==> config.mk <==
export PLATFORM = sky130hd
export DESIGN_NAME = pseudo
export DESIGN_NICKNAME = d
export VERILOG_FILES = /design/src/rtl/pseudo.sv
export SDC_FILE = /design/constraint.sdc
export NUM_CORES = 1
export LEC_CHECK = 0
export ABC_AREA = 1
export BUFFER_PORTS_ARGS = -buffer_cell sky130_fd_sc_hd__buf_2
export CAP_MARGIN = 5
export CORE_ASPECT_RATIO = 0.6
export CORE_MARGIN = 3
export CORE_UTILIZATION = 60
export CTS_BUF_LIST = sky130_fd_sc_hd__clkbuf_4
export DETAILED_ROUTE_END_ITERATION = 10
export HOLD_SLACK_MARGIN = 0.02
export PLACE_DENSITY_LB_ADDON = 0.12
export SETUP_SLACK_MARGIN = 0.15
export SLEW_MARGIN = 0
export SYNTH_ARGS = -nofsm -noshare
export SYNTH_HDL_FRONTEND = slang
export SYNTH_SLANG_ARGS = --single-unit
export TNS_END_PERCENT = 10
==> constraint.sdc <==
create_clock -name clk -period 2.4 [get_ports clk]
set_clock_uncertainty 0.15 [all_clocks]
set_input_delay 0.6 -clock clk [delete_from_list [all_inputs] [get_ports clk]]
set_output_delay 0.6 -clock clk [all_outputs]
set_load 0.02 [all_outputs]
==> src/rtl/pseudo.sv <==
// rtl/pseudo.sv - 8-bit LFSR pseudo-random generator with edge-triggered runs
//
// pseudo ports:
//   clk      in   1  single clock, rising edge
//   rst      in   1  synchronous active-high reset
//   start    in   1  run request, 0->1 edge triggers a run while idle
//   sw_in    in   8  seed, sampled on the trigger edge
//   seq_num  in   8  number of LFSR steps, sampled on the trigger edge
//   num      out  8  registered result of the last completed run
//   busy     out  1  high while a run is in progress
// pseudo_stim ports:
//   sw_in    out  8  constant seed 8'hA5
//   seq_num  out  8  constant step count 8'h03
// Optional build macro: PSEUDO_ZERO_GUARD_EN (zero seed replaced by 8'h01 at load)

module pseudo (
    input  logic       clk,
    input  logic       rst,
    input  logic       start,
    input  logic [7:0] sw_in,
    input  logic [7:0] seq_num,
    output logic [7:0] num,
    output logic       busy
);

    localparam logic [0:0] ST_IDLE = 1'b0;
    localparam logic [0:0] ST_RUN  = 1'b1;

    logic [0:0] state_q, state_d;
    logic [7:0] lfsr_q, lfsr_d;
    logic [7:0] cnt_q, cnt_d;
    logic [7:0] num_q, num_d;
    logic       busy_q, busy_d;
    logic       start_q, start_d;

    logic [7:0] seed_load;
    logic       trigger;
    logic       feedback;

`ifdef PSEUDO_ZERO_GUARD_EN
    // An all-zero LFSR never leaves zero, so steer it onto the sequence.
    assign seed_load = (sw_in == 8'h00) ? 8'h01 : sw_in;
`else
    assign seed_load = sw_in;
`endif

    assign trigger  = (state_q == ST_IDLE) && start && !start_q;
    // Taps for x^8+x^6+x^5+x^4+1 in this shift-left arrangement.
    assign feedback = lfsr_q[7] ^ lfsr_q[5] ^ lfsr_q[4] ^ lfsr_q[3];

    always_comb begin
        state_d = state_q;
        lfsr_d  = lfsr_q;
        cnt_d   = cnt_q;
        num_d   = num_q;
        busy_d  = busy_q;
        start_d = start;
        case (state_q)
            ST_IDLE: begin
                if (trigger) begin
                    lfsr_d  = seed_load;
                    cnt_d   = seq_num;
                    busy_d  = 1'b1;
                    state_d = ST_RUN;
                end
            end
            ST_RUN: begin
                if (cnt_q != 8'h00) begin
                    lfsr_d = {lfsr_q[6:0], feedback};
                    cnt_d  = cnt_q - 8'h01;
                end else begin
                    num_d   = lfsr_q;
                    busy_d  = 1'b0;
                    state_d = ST_IDLE;
                end
            end
            default: begin
                state_d = ST_IDLE;
                busy_d  = 1'b0;
            end
        endcase
    end

    always_ff @(posedge clk) begin
        if (rst) begin
            state_q <= ST_IDLE;
            lfsr_q  <= 8'h00;
            cnt_q   <= 8'h00;
            num_q   <= 8'h00;
            busy_q  <= 1'b0;
            start_q <= 1'b0;
        end else begin
            state_q <= state_d;
            lfsr_q  <= lfsr_d;
            cnt_q   <= cnt_d;
            num_q   <= num_d;
            busy_q  <= busy_d;
            start_q <= start_d;
        end
    end

    assign num  = num_q;
    assign busy = busy_q;

endmodule


[After elaboration in Yosys (flattened, before gate mapping)]
Index checks and enable logic that the tools add are counted.
Word-level totals
  register bits after elaboration: 27
  output and inout port bits: 9
  word-level logic and storage cells: 34
Cells by class
  $add $sub $neg: 1
  equality and inequality tests: 3
  muxes and demuxes: 12
  bitwise gates (word level): 5
  reductions and logical operators: 7
Operators by type and width (number)
  two-way mux 8 bit: 4
  case mux 8 bit (2 select lines): 2
  nonzero test 8 bit: 1
  subtractor 8 x 1 -> 8 bit (second input constant): 1
  AND reduction 2 bit: 3
  two-way mux 1 bit: 4
  != test 2 bit (second input constant): 2
  case mux 1 bit (2 select lines): 2
  bitwise XOR 1 bit: 3
  logical AND 1 bit: 2
  != test 2 x 1 -> 1 bit (second input constant): 1
  NOT 1 bit: 2
  logical NOT 1 bit: 1

[Depth between registers and ports, before layout]
  depth in word-level cells: 5
  mapped depth: 11

[Least setup slack after synthesis]
Ideal clock, no wire load.
  path type: register to register
  start point: reg cnt_q[0]
  end point: reg cnt_q[7]
  library setup time: 0.112 ns
  arrival time: 1.212 ns
  required time: 2.138 ns
  path slack: 0.926 ns
  cell stages (with the launch flop): 12
  path through: dfxtp_1 > inv_1 > ha_1 > nand2_1 > inv_1 > nand2_1 > nor2_4 > nor2_2 > buf_6 > o21ai_0 > nand2_1 > nand2_1
Between the ends
  word-level cells in the longest chain between the ends: 3
  elaborated cells between the ends (all ways): 6
RTL lines
  start: declaration: line 31  | logic [7:0] cnt_q, cnt_d;
  start signal: assignment: line 95  | cnt_q <= cnt_d;
  subtractor 8 x 1 -> 8 bit / nonzero test 8 bit (equally long branches): line 70, 68
  two-way mux 8 bit / != test 2 x 1 -> 1 bit (equally long branches)
  case mux 8 bit (2 select lines) / AND reduction 2 bit (equally long branches)
Parallel ways exist; a longest one is shown, timed or not. The select of a mux whose other input is x is not followed.
A chain may end at the register's enable or synchronous reset.

[Worst setup path in the final report]
  start point: reg cnt_q[0]
  end point: reg cnt_q[4]
The elaborated chain is that of the path after synthesis.

==> qor_table.md <==
| Step | Quantity | This run |
| --- | --- | --- |
| run status | Status | finished clean |
| synthesis | Cell type with the highest aggregate area in the netlist | dfxtp_1 |
| cts | Count of H-tree levels built during CTS | 1 |
| floorplanning | I/O Pins | 28 |
| grt | Global Route Usage Sum | 24.3% |
| synthesis | Register bit total from synthesis | 27 |
| cts | Number of CTS-inserted buffers | 3 |
| power | Total internal power | 0.679 mW |
| placement | Placer's final routability congestion estimate | 0.939 |
| critical path | Worst endpoint required time | 2.52 ns |
| cts | Num Clock Sinks | 27 |
| grt | Total grt overflow | 0 |
| synthesis | Parity-gate share of the synthesized area counting xor and xnor cells | 0.613% |
| synthesis | Post-synth EDFFs | 0 |
| routing | Post-detailed-routing wire length | 3500 um |
| synthesis | Fraction of the mapped netlist area in adder cells | 1.75% |
| placement | Area post-placement | 1540 um^2 |
| timing | Hold violation count in the final report | 0 |
| cells and area | Area growth from synthesis to final layout | 10.2% |
| synthesis | Count of unique library cells instantiated by Yosys | 24 |
| synthesis | Fraction of synthesized cell area taken by the top area cell type | 37.9% |
| grt | Global routing met3 resource utilization | 5.70% |
| routing | Via count of the routed design | 1442 |
| power | Register share of total power | 49.8% |
| critical path | Number of logic stages on the critical path including buffering | 9 |
| critical path | Slack of the worst reg-to-reg path | 0.50 ns |
| synthesis | Mapped cell area | 1430 um^2 |
| cells and area | Filler cell count in the final layout | 159 |
| synthesis | Area share of and/or/nand/nor cells after synthesis | 31.2% |
| grt | Largest net degree at the start of global routing | 21 |
| synthesis | Most common cell in the netlist | nand2_1 |
| timing | Fin crit period | 1.90 ns |
| critical path | Crit path arrival time | 2.02 ns |
| critical path | CP peak stage delay | 0.38 ns |
| floorplanning | Horizontal die dimension | 69.0 um |
| synthesis | Top cells by instance count after synthesis | 53 x nand2_1, 38 x nor2_1, 27 x dfxtp_1 |
| floorplanning | Die boundary height | 43.8 um |
| synthesis | Complex-gate fraction of the synthesized area | 17.9% |
| grt | GR met1 Demand/Resource | 34.7% |
| timing | Final clock period utilization by the worst path | 79.3% |
| floorplanning | Row Count | 12 |
| critical path | End of the worst register-to-register path | cnt_q[4] |
| power | Static Leakage | 0.770 nW |
| grt | Wire length of the first global-routing pass | 5550 um |
| power | Comb pwr share | 31.3% |
| placement | HPWL reported at the end of detailed placement | 2680 um |
| synthesis | Synth async-reset ratio | 0% |
| synthesis | Mapped Cells | 216 |
| grt | Met2 Resource Use GR | 36.7% |
| synthesis | Mux share of post-synthesis cell area | 0% |
| placement | IO buf count | 27 |
| critical path | CP startpoint | cnt_q[0] |
| routing | Residual DRC | 0 |
| critical path | Worst path cell trace | inv_1, ha_1, nand2_1, inv_1, nand2_1, nor2_4, nor2_2, nand2_1, a21oi_1 |
| synthesis | Ranking of synthesized cells by area | dfxtp_1 38%, nand2_1 14%, nor2_1 10% |
| critical path | CP endpoint kind | flop |
| routing | Via density | 5.40 |
| routing | Routed wire per std cell | 13.1 um |
| cts | Clock transition at path regs | 0.15 ns |
| floorplanning | Die area | 3020 um^2 |
| cells and area | Number of inserted diodes | 0 |
| cells and area | Final design instance area without fill | 1570 um^2 |
| timing | Total negative setup slack | 0 ns |
| synthesis | Syn_area_per_cell | 6.61 um^2 |
| routing | Violation count after the first detailed-route iteration | 113 |
| power | Pwr Density | 697 nW/um^2 |
| cts | Post-cts repair resize count | 0 |
| cts | Root buffer cell | clkbuf_4 |
| cts | Worst skew pair latency | 0.33 ns |
| cts | Hold-fix buffers at CTS | 0 |
| synthesis | Primary flip-flop cell chosen by synthesis mapping | dfxtp_1 |
| floorplanning | Effective utilization at floorplan | 69.9% |
| cells and area | Share of final-layout standard cells stronger than drive strength 1 | 20.5% |
| grt | Number of antenna violations at the first check in global routing | 0 |
| synthesis | Net Count, Synth | 237 |
| critical path | Worst path most repeated cell | nand2_1 |
| critical path | Depth of the most critical reg-to-reg path | 9 |
| timing | Number of setup violations in the final report | 0 |
| placement | Placement-stage worst setup slack | 0.531 ns |
| critical path | Worst path buffer plus inverter count | 2 |
| cells and area | Final Net Count | 261 |
| power | Switching share of total power | 38.0% |
| cts | CTS tree | built |
| power | Clock Power Share | 18.9% |
| min path | Worst hold path type | input port to flop |
| power | Reported net switching power | 0.417 mW |
| timing | PnR worst setup slack | 0.498 ns |
| timing | Slew @ Worst Pin | 0.451 ns |
| critical path | Critical path peak fanout | 13 |
| timing | Setup repair after global routing missed its margin | no |
| synthesis | Ys Warns | 0 |
| cts | Max Root-Sink Buffers | 2 |
| routing | Total iterations of the first detailed-routing run | 5 |
| timing | Max Clk Rate | 526 MHz |
| critical path | Capturing element of the worst setup path | cnt_q[4] |
| cts | Setup repair bufs after CTS | 0 |
| critical path | Critical Setup Path Class | flop to flop |
| timing | Max Transition Viols Final | 0 |
| critical path | Critical-path top delay cell | dfxtp_1 |
| grt | Number of global-route vias before repair | 1258 |
| synthesis | Main combinational cell family by area after synthesis | simple AND/OR/NAND/NOR gates |
| critical path | Startpoint of the most critical register-to-register path | cnt_q[0] |
| floorplanning | Area inside the core boundary | 2040 um^2 |
| critical path | Largest delay contributor family on the critical path | simple AND/OR/NAND/NOR gates |
| critical path | Worst setup SP type | flop |
| synthesis | Sequential share of the synthesized area | 37.9% |
| grt | Most crowded layer after global routing | met2 |
| run | Max-cap viol count | 0 |
| timing | Normalized max-slew margin | 69.9% |
| power | VDD IR max | 0.000379 V |
| min path | Hold_sp | start |
| routing | Post-DRT Antenna Nets | 0 |
tightest hold or removal path: stages:
cell    delay (ns)
buf_2         0.11
inv_1         0.04
nor2_1        0.03
registers in the layout (all words and copies together), names as in the netlist:
register / count
state_q: 1
lfsr_q: 8
num: 8
cnt_q: 8
start_q: 1
busy: 1
how the worst min path moves through the flow:
stage                     slack [ns]  depth (start not counted)       end
after global routing            0.31                          3   start_q
final                           0.32                          3   start_q
after detailed placement        0.32                          2    num[1]
after global placement          0.30                          2      busy
after floorplan                 0.32                          2  cnt_q[4]
after CTS                       0.33                          3   start_q
layout by cell type (no fill, tap or decap), drive strengths merged:
master	n
a211oi	4
nor2	44
a21oi	17
ha	2
xor2	1
nand2	56
dfxtp	27
clkbuf	3
clkinvlp	1
o21ai	23
o21bai	1
buf	28
inv	24
nand4	2
nand3	6
power by group through the flow:
stage                     combinational [mW]  sequential [mW]  clock (mW)
after floorplan                        0.255            0.555           0
after global placement                 0.318            0.550           0
after detailed placement               0.335            0.553           0
after CTS                              0.338            0.544       0.206
after global routing                   0.386            0.551       0.229
final                                  0.342            0.546       0.207
per-layer routing:
layer | vias up | wire [um]
li1 | 727 | -
met1 | 627 | 1590
met2 | 80 | 1510
met3 | 8 | 361
met4 | 0 | 40
met5 | - | 0
cells by family after synthesis:
family | after synthesis
AO/OA/AOI/OAI | 45
XOR/XNOR | 1
adder cells (fa/ha/maj) | 2
buffers and inverters | 33
flip-flops | 27
AND/OR/NAND/NOR | 108
through the flow:
| step | cells | hold slack [ns] | utilization, % | power [mW] |
|---|---|---|---|---|
| global route | 267 | 0.315 | 77.0 | 1.17 |
| floorplan | 216 | 0.315 | - | 0.810 |
| detailed placement | 263 | 0.321 | 75.6 | 0.889 |
| global placement | 263 | 0.297 | 75.6 | 0.868 |
| finish | 267 | 0.321 | 77.0 | 1.10 |
| CTS | 267 | 0.326 | 77.0 | 1.09 |
final cells by class:
type	count	area (um^2)	share of cell area, %
Clock buffer	3	22.5	1.43
Clock inverter	1	7.51	0.477
Inverter	24	90.1	5.73
Multi-Input combinational cell	156	734	46.7
Sequential cell	27	541	34.4
Tap cell	28	35.0	2.23
Timing Repair Buffer	28	143	9.07
Power figures use the tool's default switching activity.
